==> src/rtl/traffic_light_controller.sv <==
// Two-road intersection lamp controller: main road A, side road B.
// Registered Moore outputs; amber timing comes from an external timer.
//
// Ports:
//   clk         system clock, rising edge
//   rstn        synchronous active-low reset
//   traffic_B   vehicle present/waiting on road B
//   timer_done  external interval timer expired (level)
//   traffic_out {A_red, A_amber, A_green, B_red, B_amber, B_green, timer_start}
module traffic_light_controller (
    input  logic       clk,
    input  logic       rstn,
    input  logic       traffic_B,
    input  logic       timer_done,
    output logic [6:0] traffic_out
);

    typedef enum logic [1:0] {
        GARB = 2'b00,
        AARB = 2'b01,
        RAGB = 2'b10,
        RAAB = 2'b11
    } state_t;

    localparam logic [6:0] OUT_GARB = 7'h18;
    localparam logic [6:0] OUT_AARB = 7'h28;
    localparam logic [6:0] OUT_RAGB = 7'h42;
    localparam logic [6:0] OUT_RAAB = 7'h44;

    state_t     state_q;
    state_t     state_d;
    logic [6:0] out_q;
    logic [6:0] out_d;
    logic       entry_q;

    // timer_start is high exactly in the first amber cycle; a done seen
    // then is stale from the previous interval and must not end amber.
    assign entry_q = out_q[0];

    always_ff @(posedge clk) begin
        if (!rstn) begin
            state_q <= GARB;
            out_q   <= OUT_GARB;
        end else begin
            state_q <= state_d;
            out_q   <= out_d;
        end
    end

    always_comb begin
        state_d = state_q;
        out_d   = OUT_GARB;

        case (state_q)
            GARB: begin
                if (traffic_B) begin
                    state_d = AARB;
                end
            end
            AARB: begin
                if (timer_done && !entry_q) begin
                    state_d = RAGB;
                end
            end
            RAGB: begin
                if (!traffic_B) begin
                    state_d = RAAB;
                end
            end
            RAAB: begin
                if (timer_done && !entry_q) begin
                    state_d = GARB;
                end
            end
            default: begin
                state_d = GARB;
            end
        endcase

        case (state_d)
            GARB:    out_d = OUT_GARB;
            AARB:    out_d = OUT_AARB;
            RAGB:    out_d = OUT_RAGB;
            RAAB:    out_d = OUT_RAAB;
            default: out_d = OUT_GARB;
        endcase

        // Request a new timer interval on entry to either amber phase.
        if ((state_d == AARB || state_d == RAAB) && state_d != state_q) begin
            out_d[0] = 1'b1;
        end
    end

    assign traffic_out = out_q;

endmodule

==> config.mk <==
export PLATFORM = sky130hd
export DESIGN_NAME = traffic_light_controller
export DESIGN_NICKNAME = d
export VERILOG_FILES = /design/src/rtl/traffic_light_controller.sv
export SDC_FILE = /design/constraint.sdc
export NUM_CORES = 1
export LEC_CHECK = 0
export CAP_MARGIN = 5
export CORE_AREA = 2 2 39 41
export DETAILED_ROUTE_END_ITERATION = 10
export DIE_AREA = 0 0 41 43
export PLACE_DENSITY_LB_ADDON = 0.1
export SETUP_SLACK_MARGIN = 0.15
export SYNTH_ARGS = -nofsm -noshare
export SYNTH_HDL_FRONTEND = slang
export SYNTH_SLANG_ARGS = --single-unit
==> constraint.sdc <==
create_clock -name clk -period 2.5 [get_ports clk]
set_clock_uncertainty 0.1 [all_clocks]
set_input_delay 0.25 -clock clk [delete_from_list [all_inputs] [get_ports clk]]
set_output_delay 0.25 -clock clk [all_outputs]
set_load 0.01 [all_outputs]
==> results.json <==
{
  "dp_slack_ns": 0.838,
  "cts_tree": "done",
  "seq_power_share": 0.491,
  "cts_sinks": 8,
  "first_pass_iters": 4,
  "ir_worst_vdd_mv": 0.195,
  "p_clk_frac": 0.316,
  "dr.max_layer_used": "met4",
  "setup-tns-final_ns": 0,
  "cts_hold_buf": 0,
  "vias_per_cell": 4.71,
  "worst_pin_slew_ns": 0.337,
  "synth_nets": 34,
  "finalCritPeriodShare": 0.688,
  "wl_met2_um": 266,
  "htreeDepth": 1,
  "setup_slack_ns": 0.781,
  "cp_slowest_cell": "clkdlybuf4s50_1",
  "worstHoldStart": "state_q[0]",
  "grt_max_degree": 11,
  "worstPathRequired_ns": 2.15,
  "post_cts_buffers": 0,
  "r2r_cells": 2,
  "fillers": 148,
  "grt_pass1_wl_um": 931,
  "max-clock-path-buffers": 2,
  "fin_cells": 56,
  "multi_input_area_sq_um": 153,
  "clk_latency_ns": 0.25,
  "dieArea_sq_um": 1760,
  "comb_power_share": 0.193,
  "hold_slack_ns": 0.477,
  "critical_path_class": "reg2out",
  "ys_types": 21,
  "synth_seq_cells": 8,
  "setup_viol": 0,
  "grt-ovfl-total": 0,
  "drt_iter0_markers": 3,
  "drc": 0,
  "ant_nets": 0,
  "met1_length_um": 253,
  "initial_core_util": 0.251,
  "antenna_found_initial": 0,
  "maxSlewHeadroom": 0.775,
  "worstReg2RegStart": "state_q[0]",
  "ff2ff_setup_slack_ns": 1.12,
  "ctsResizeCount": 0,
  "r2r_end": "state_q[1]",
  "diodes": 0,
  "die_w_um": 41,
  "p_sw_mw": 0.0764,
  "rsz0062_at_grt": "false",
  "end_kind": "output pin",
  "netlist_instances": 30,
  "worstPathMaxFanout": 10,
  "crit_path_start_kind": "flop",
  "core_sq_um": 1380,
  "wl_per_cell_um": 10.4,
  "max_stage_delay_ns": 0.61,
  "post_dp_cell_area_sq_um": 444,
  "hold_violations": 0,
  "port-buffer-count": 10,
  "p_per_area_nw_per_um2": 654,
  "dr_wl_met3_um": 45,
  "critical_path.cell_chain": "clkdlybuf4s50_1",
  "mostFrequentLayoutCell": "clkdlybuf4s50_1",
  "worst-path-buf-inv": 1,
  "critPathArrivalTime_ns": 1.37,
  "worst-path-stages": 1,
  "status": "completed",
  "fp.dieH_um": 43,
  "p_sw_frac": 0.250,
  "cts_buffers": 3,
  "cts-root-buf": "clkbuf_4",
  "fin_area_sq_um": 467,
  "holdPathStages": 1,
  "seq_area_sq_um": 160,
  "place_inst": 53,
  "hold_path_class": "reg2reg",
  "ys_seq_area_frac": 0.460,
  "hold_end": "traffic_out[0]",
  "slew_viol_final": 0,
  "drv_cap": 0,
  "p_int_mw": 0.229,
  "area_delta_synth_final_pct": 34.2,
  "track_usage": 0.0855,
  "cts.clk_slew.worst_paths_ns": 0.05,
  "num-nets-final": 46,
  "p_leak_nw": 0.163,
  "ys_warn_count": 0,
  "gp_congestion": 0.694,
  "first_global_vias": 227,
  "fmax_mhz": 582,
  "finalWirelength_um": 580,
  "rows": 14,
  "io_pins": 11,
  "final_cell_mix": "clkdlybuf4s50_1 (10), dfxtp_1 (8), inv_1 (3), clkbuf_4 (3)",
  "finish.utilization": 0.337,
  "crit_family": "buffers and inverters",
  "synthesis.area_sq_um": 348,
  "vias": 264,
  "layout-drive-gt1-share": 0.150,
  "period_needed_ns": 1.72,
  "crit_start": "state_q[1]",
  "finalPower_mw": 0.305,
  "synth_area_per_cell_sq_um": 11.6
}
-- layer usage --
| metal | vias to the layer above | global-route usage |
|---|---|---|
| li1 | 126 | - |
| met1 | 122 | 0.0971 |
| met2 | 14 | 0.106 |
| met3 | 2 | 0.0471 |
| met4 | 0 | 0.0800 |
| met5 | - | 0 |
-- how the worst max path moves through the flow --
stage	to	slack, ns
floorplan	state_q[1]	1.30
global placement	state_q[1]	0.85
detailed placement	state_q[1]	0.84
CTS	traffic_out[6]	0.76
global route	traffic_out[6]	0.71
finish	traffic_out[6]	0.78
-- Yosys cell counts --
cell | count | area (sq um)
nor2b_1 | 1 | 6.26
dfxtp_1 | 8 | 160
nand3b_1 | 1 | 7.51
nand4bb_1 | 1 | 11.3
a211oi_1 | 1 | 7.51
inv_1 | 3 | 11.3
mux2_4 | 1 | 15.0
buf_2 | 1 | 5.00
nor4_2 | 1 | 12.5
buf_4 | 1 | 7.51
nor3_1 | 1 | 5.00
o311ai_0 | 1 | 8.76
a21oi_1 | 1 | 5.00
xnor2_1 | 1 | 8.76
nand4b_1 | 1 | 8.76
and3b_1 | 1 | 8.76
a2111oi_4 | 1 | 27.5
mux2i_1 | 1 | 10.0
and2_1 | 1 | 6.26
buf_6 | 1 | 11.3
nor2_1 | 1 | 3.75
-- layout make-up --
| class | instances | area share |
|---|---|---|
| sequential | 8 | 0.343 |
| tap | 16 | 0.0429 |
| clock buffer | 3 | 0.0483 |
| inverter | 3 | 0.0241 |
| multi-input combinational | 16 | 0.327 |
| timing repair buffer | 10 | 0.214 |
-- registers in the layout, indices dropped and copies added, names as in the netlist --
name and cells:
traffic_out 6, state_q 2
-- logic make-up after synthesis --
| logic type | count (synthesis) | synth area share |
|---|---|---|
| muxes | 2 | 0.0719 |
| and+or+nand+nor | 9 | 0.201 |
| DFF | 8 | 0.460 |
| buffers and inverters | 6 | 0.101 |
| AOI/OAI and AO/OA | 4 | 0.140 |
| xor gates and xnor gates | 1 | 0.0252 |
-- power groups by stage --
stage / Combinational (mW) / Sequential, mW / Clock (mW)
2_1_floorplan: 0.0352 / 0.152 / 0
5_1_grt: 0.0631 / 0.152 / 0.103
6_report: 0.0588 / 0.150 / 0.0965
4_1_cts: 0.0594 / 0.150 / 0.101
3_5_place_dp: 0.0593 / 0.153 / 0
3_3_place_gp: 0.0593 / 0.152 / 0
No activity file was read; power rests on OpenSTA's default activity.
